===== src/rtl/digital_scan_driver_if.sv =====
`default_nettype none
// ============================================================================
// Module   : digital_scan_driver_if
// Brief    : CPU-side register strobe and display drive bundle for the
//            seven-segment scan driver.
// Revision : 1.0 - initial release
// ============================================================================
interface digital_scan_driver_if;
    logic        i_load;
    logic [15:0] i_value;
    logic [3:0]  i_dp;
    logic [11:0] o_digital;
    logic        o_pending;
    logic        o_frame;

    modport master (
        output i_load, i_value, i_dp,
        input  o_digital, o_pending, o_frame
    );

    modport slave (
        input  i_load, i_value, i_dp,
        output o_digital, o_pending, o_frame
    );
endinterface
`default_nettype wire


===== src/rtl/digital_scan_driver.sv =====
`default_nettype none
// ============================================================================
// Module   : digital_scan_driver
// Brief    : 4-digit seven-segment time-multiplexing driver with frame-aligned
//            value update. Optional macro: DIGITAL_LEADING_ZERO_BLANK_EN.
// Revision : 1.0 - initial release
// ============================================================================
module digital_scan_driver #(
    parameter int SCAN_DIV = 100000
) (
    input  wire logic               clk,
    input  wire logic               reset,
    digital_scan_driver_if.slave    bus_if
);

    localparam int CNT_W = (SCAN_DIV > 1) ? $clog2(SCAN_DIV) : 1;

    logic [CNT_W-1:0] div_q, div_d;
    logic [1:0]       idx_q, idx_d;
    logic [15:0]      act_val_q, act_val_d;
    logic [3:0]       act_dp_q, act_dp_d;
    logic [15:0]      pend_val_q, pend_val_d;
    logic [3:0]       pend_dp_q, pend_dp_d;
    logic             pend_flag_q, pend_flag_d;
    logic             frame_q, frame_d;
    logic [11:0]      digital_q, digital_d;

    logic             tick;
    logic             frame_bnd;
    logic [3:0]       nib;
    logic [6:0]       seg_lo;
    logic             blank;

    function automatic logic [6:0] seg_decode(input logic [3:0] n);
        logic [6:0] s;
        case (n)
            4'h0: s = 7'h40;
            4'h1: s = 7'h79;
            4'h2: s = 7'h24;
            4'h3: s = 7'h30;
            4'h4: s = 7'h19;
            4'h5: s = 7'h12;
            4'h6: s = 7'h02;
            4'h7: s = 7'h78;
            4'h8: s = 7'h00;
            4'h9: s = 7'h10;
            4'hA: s = 7'h08;
            4'hB: s = 7'h03;
            4'hC: s = 7'h46;
            4'hD: s = 7'h21;
            4'hE: s = 7'h06;
            default: s = 7'h0E;
        endcase
        return s;
    endfunction

    always_comb begin
        tick        = (div_q == CNT_W'(SCAN_DIV - 1));
        frame_bnd   = tick && (idx_q == 2'd3);
        div_d       = tick ? '0 : div_q + CNT_W'(1);
        idx_d       = tick ? idx_q + 2'd1 : idx_q;
        frame_d     = frame_bnd;

        act_val_d   = act_val_q;
        act_dp_d    = act_dp_q;
        pend_val_d  = pend_val_q;
        pend_dp_d   = pend_dp_q;
        pend_flag_d = pend_flag_q;

        // Boundary consumes the pre-edge pending contents; a coincident load
        // then re-arms pending for the following frame.
        if (frame_bnd && pend_flag_q) begin
            act_val_d = pend_val_q;
            act_dp_d  = pend_dp_q;
        end
        if (frame_bnd) begin
            pend_flag_d = 1'b0;
        end
        if (bus_if.i_load) begin
            pend_val_d  = bus_if.i_value;
            pend_dp_d   = bus_if.i_dp;
            pend_flag_d = 1'b1;
        end

        // act_val_d already holds the freshly transferred value, so digit 0
        // on the boundary edge shows the new data without a frame of lag.
        nib    = act_val_d[{idx_d, 2'b00} +: 4];
        seg_lo = seg_decode(nib);
`ifdef DIGITAL_LEADING_ZERO_BLANK_EN
        case (idx_d)
            2'd3:    blank = (act_val_d[15:12] == 4'h0);
            2'd2:    blank = (act_val_d[15:8]  == 8'h00);
            2'd1:    blank = (act_val_d[15:4]  == 12'h000);
            default: blank = 1'b0;
        endcase
`else
        blank = 1'b0;
`endif
        if (blank) begin
            seg_lo = 7'h7F;
        end

        digital_d = digital_q;
        if (tick) begin
            digital_d = {~(4'b0001 << idx_d), ~act_dp_d[idx_d], seg_lo};
        end
    end

    always_ff @(posedge clk or posedge reset) begin
        if (reset) begin
            div_q       <= '0;
            idx_q       <= 2'd3;
            act_val_q   <= '0;
            act_dp_q    <= '0;
            pend_val_q  <= '0;
            pend_dp_q   <= '0;
            pend_flag_q <= 1'b0;
            frame_q     <= 1'b0;
            digital_q   <= 12'hFFF;
        end else begin
            div_q       <= div_d;
            idx_q       <= idx_d;
            act_val_q   <= act_val_d;
            act_dp_q    <= act_dp_d;
            pend_val_q  <= pend_val_d;
            pend_dp_q   <= pend_dp_d;
            pend_flag_q <= pend_flag_d;
            frame_q     <= frame_d;
            digital_q   <= digital_d;
        end
    end

    assign bus_if.o_digital = digital_q;
    assign bus_if.o_pending = pend_flag_q;
    assign bus_if.o_frame   = frame_q;

endmodule
`default_nettype wire

===== src/flat_wrapper.sv =====
// flat-port wrapper written by rule: the top's interface ports become plain ports
module digital_scan_driver_flat 
#(
    parameter int SCAN_DIV = 100000
)
  (clk, reset, bus_if_i_load, bus_if_i_value, bus_if_i_dp, bus_if_o_digital, bus_if_o_pending, bus_if_o_frame);
  digital_scan_driver_if bus_if_i ();
  input  wire logic clk;
  input  wire logic reset;
  input wire logic [$bits(bus_if_i.i_load)-1:0] bus_if_i_load;
  input wire logic [$bits(bus_if_i.i_value)-1:0] bus_if_i_value;
  input wire logic [$bits(bus_if_i.i_dp)-1:0] bus_if_i_dp;
  output wire logic [$bits(bus_if_i.o_digital)-1:0] bus_if_o_digital;
  output wire logic [$bits(bus_if_i.o_pending)-1:0] bus_if_o_pending;
  output wire logic [$bits(bus_if_i.o_frame)-1:0] bus_if_o_frame;
  assign bus_if_i.i_load = bus_if_i_load;
  assign bus_if_i.i_value = bus_if_i_value;
  assign bus_if_i.i_dp = bus_if_i_dp;
  assign bus_if_o_digital = bus_if_i.o_digital;
  assign bus_if_o_pending = bus_if_i.o_pending;
  assign bus_if_o_frame = bus_if_i.o_frame;
  digital_scan_driver #(.SCAN_DIV(SCAN_DIV)) u_core (.clk(clk), .reset(reset), .bus_if(bus_if_i));
endmodule

===== config.mk =====
export PLATFORM = sky130hd
export DESIGN_NAME = digital_scan_driver_flat
export DESIGN_NICKNAME = d
export VERILOG_FILES = /design/src/rtl/digital_scan_driver_if.sv /design/src/rtl/digital_scan_driver.sv /design/src/flat_wrapper.sv
export SDC_FILE = /design/constraint.sdc
export NUM_CORES = 1
export LEC_CHECK = 0
export CORE_AREA = 3 3 83 85
export CTS_BUF_LIST = sky130_fd_sc_hd__clkbuf_16
export DETAILED_ROUTE_END_ITERATION = 16
export DIE_AREA = 0 0 86 88
export MAX_ROUTING_LAYER = met4
export PLACE_DENSITY = 0.77
export SYNTH_ARGS = -nofsm -noshare
export SYNTH_HDL_FRONTEND = slang
export SYNTH_SLANG_ARGS = --single-unit

===== constraint.sdc =====
create_clock -name clk -period 4 [get_ports clk]
set_input_delay 0.8 -clock clk [delete_from_list [all_inputs] [get_ports clk]]
set_output_delay 0.8 -clock clk [all_outputs]
set_load 0.01 [all_outputs]

==> results by group, run 1 <==
STA
  – Final Skew: between 4 and 5 ps
  – Maximum clock rate: 278 MHz
  – Endpoints failing hold: 0
  – RSZ-0062 raised after global routing: no
  – Tcrit/Tclk final: 0.900
  – Final setup vio count: 0
  – Minimum clock period: approximately 3600 ps
  – Slew @ Worst Pin: 911 ps
  – Worst setup margin: 401 ps
  – Worst relative slew slack: 0.391
  – Slew Viols, Final: 0
  – Setup TNS: 0 ps

Clock network
  – CTS clock-pin slew for the worst setup and hold paths: 50 ps
  – Clock sink total: 73
  – CTS resizes: 0
  – CTS Buf Count: 9
  – CTS root buf: clkbuf_16
  – Post-CTS setup buffer count: 0
  – CTS Buffer Depth: 2
  – Hold_buf cts: 0
  – H-tree depth: 3
  – CTS tree: done
  – Worst-Skew Late Latency: roughly 330 ps

Worst setup path
  – Maximum fanout along the worst path: 16
  – Flop2flop setup slack: approximately 400 ps
  – Reg2Reg Depth: 12
  – Crit path DAT: ~3900 ps
  – Required time of the critical path: approximately 4300 ps
  – Setup CP Type: register to register
  – Crit. End Element: register
  – Crit path launch type: register

Global route
  – Pin count of the biggest net entering global routing: 43
  – Gr usage total: 0.191
  – Initial antenna violation count: 0
  – Number of global-route vias before repair: 2191
  – First-pass GRT wire length: roughly 11 mm
  – Gr ovfl total: 0

Logic synthesis
  – Asr flop ratio synth: 1.00
  – Synthesis-stage register bit count: 73
  – Unique masters post-synth: 40
  – Post-Syn Area: approximately 3500 sq um
  – Post-synth top cells: dfrtp_1, mux2_2, nand2_1
  – Sequential-to-total area share from yosys stat: 0.534
  – Avg Cell Area, Syn: ~13 sq um
  – Synth Flop Type: dfrtp_1
  – Synth Instances: 258
  – Top-area cell type share of the netlist area: 0.428
  – EDFF count, synth: 0
  – Synth area leader: dfrtp_1
  – Yosys warnings: 0
  – Synth area leaders: dfrtp_1, dfstp_2, mux2_2
  – Count leader, synth: dfrtp_1
  – Syn nets: approximately 290

Die
  – Initial Util: 0.550
  – Row count: 29
  – Die Ht: 88 microns
  – # IOs: 37
  – Die area: between 7000 and 8000 sq um
  – Core Region: between 6000 and 7000 sq um
  – Die width: ~86 microns

Placement
  – Dpl cell area: approximately 3900 sq um
  – GP Congestion: 0.846
  – Post-DP HPWL: 4.42 mm
  – Dpl ws: 406 ps
  – Port bufs: 36

Power
  – Worst VDD drop: about 0.32 mV
  – Switch share: 0.205
  – Overall power: 0.00160 W
  – Clock power frac: 0.477
  – Internal power: about 0.0013 W
  – Power share of the combinational group: 0.041
  – P_leak: ~1.8 nW
  – Register share of total power: 0.483
  – Sw power: about 0.00033 W
  – Pwr/cell area: roughly 390 nW/um^2

Cells and area
  – Layout cell share with drive strength beyond 1: 0.265
  – Final instance area: between 4000 and 5000 sq um
  – Area delta synth->final: 20.7%
  – Nets@finish: 329
  – Diode count: 0

Job
  – Max Cap Viol: 0

Status
  – Outcome: finished, final reports clean

Drt
  – Drt first pass iters: 4
  – Post-route DRC: 0
  – Vias: ~2100
  – Vias per Instance: 5.54
  – WL per Instance: between 15 and 20 microns
  – Initial drt markers: between 60 and 70
  – ANT nets after route: 0
  – DRT Wirelength: 6.24 mm

Worst hold path
  – Worst hold path cell count: 2
  – Min-Delay Path Class: register to register
-- power groups by stage --
stage	Clock [W]	Sequential, W	Combinational [W]
after floorplan	0	0.000781	0.0000374
after global placement	0	0.000787	0.0000652
after detailed placement	0	0.000787	0.0000672
after CTS	0.000780	0.000775	0.0000673
after global routing	0.000811	0.000777	0.0000732
final	0.000765	0.000774	0.0000652
-- layer usage --
metal | GRT usage | routed length (microns) | vias up
li1 | - | - | 990
met1 | 0.226 | 2740 | 1063
met2 | 0.315 | 3180 | 35
met3 | 0.0480 | 218 | 10
met4 | 0.0734 | 98 | 0
met5 | - | 0 | -
-- placed cells by master, fill, tap and decap left out, types with 2 or more instances in the layout --
cell type / n
xnor2_1: 8
nand3_1: 6
mux2_1: 16
ha_1: 8
clkinv_1: 2
buf_4: 4
nand2_1: 24
and4_1: 2
dfrtp_1: 59
o221ai_1: 3
and3_1: 3
xor2_1: 8
nor2_1: 14
o21ai_0: 2
and4bb_1: 2
clkdlybuf4s50_1: 36
o21ai_1: 5
nand4_1: 3
a21oi_1: 2
clkbuf_16: 9
and2_1: 2
dfstp_2: 14
mux2i_4: 2
mux4_2: 11
mux2_2: 28
inv_2: 4
clkinvlp_4: 3
a31oi_1: 2
inv_1: 6
-- critical path, cell delays in order (launching register included) --
cell	delay, ps
dfrtp_1	380
ha_1	200
and4_1	330
nand4_4	310
nor2_2	450
buf_4	310
mux4_2	350
mux2i_4	250
inv_2	90
ha_1	250
mux4_2	470
nand2_1	80
nand2_1	50
-- cells by family (layout without fill, tap and decap cells) --
logic type,Yosys count,after routing,synth area share
buf+inv,21,65,0.0279
compound gates,20,20,0.0384
simple gates,62,62,0.0971
fa+ha+maj,8,8,0.0290
flops,73,73,0.534
mux,58,58,0.233
xor+xnor,16,16,0.0406
-- per-stage QoR --
| step | hold WS (ps) | utilization | instances |
|---|---|---|---|
| finish | 463 | 0.664 | 379 |
| global route | 489 | 0.664 | 379 |
| CTS | 464 | 0.664 | 379 |
| detailed placement | 455 | 0.618 | 364 |
| global placement | 446 | 0.618 | 364 |
| floorplan | 450 | - | 258 |
-- final timing paths --
path	start	endpoint
min reg2reg	u_core.bus_if.o_digital[5]	u_core.bus_if.o_digital[5]
min	u_core.bus_if.o_digital[5]	u_core.bus_if.o_digital[5]
min in group asynchronous	reset	u_core.div_q[13]
max in group asynchronous	reset	u_core.bus_if.o_digital[1]
max reg2reg	u_core.div_q[0]	u_core.bus_if.o_digital[3]
max	u_core.div_q[0]	u_core.bus_if.o_digital[3]
-- area by class of cell --
class,count,area (sq um)
clock buffers,9,225
clock inverters,6,60.1
fillers,467,2110
inverters,10,37.5
multi-input cells,164,1510
flip-flops and latches,73,1840
well taps,77,96.3
repair buffers,40,390
-- sequential cells by signal, indices dropped and copies added, names as in the netlist --
signal and cells:
u_core.pend_dp_q 4, u_core.bus_if.o_pending 1, u_core.act_val_q 16, u_core.bus_if.o_digital 12, u_core.div_q 17, u_core.act_dp_q 4, u_core.idx_q 2, u_core.pend_val_q 16
u_core.bus_if.o_frame 1
Note: power is estimated with default switching activity, not from simulation.
==> run 2: changes to the inputs <==
--- a/config.mk
+++ b/config.mk
@@ -5,12 +5,14 @@
 export SDC_FILE = /design/constraint.sdc
 export NUM_CORES = 1
 export LEC_CHECK = 0
+export ABC_CLOCK_PERIOD_IN_PS = 4000
 export CORE_AREA = 3 3 83 85
 export CTS_BUF_LIST = sky130_fd_sc_hd__clkbuf_16
 export DETAILED_ROUTE_END_ITERATION = 16
 export DIE_AREA = 0 0 86 88
 export MAX_ROUTING_LAYER = met4
 export PLACE_DENSITY = 0.77
+export SLEW_MARGIN = 20
 export SYNTH_ARGS = -nofsm -noshare
 export SYNTH_HDL_FRONTEND = slang
 export SYNTH_SLANG_ARGS = --single-unit
==> results of run 2 <==
Final layout, timing and power as in run 1 (identical DEF).
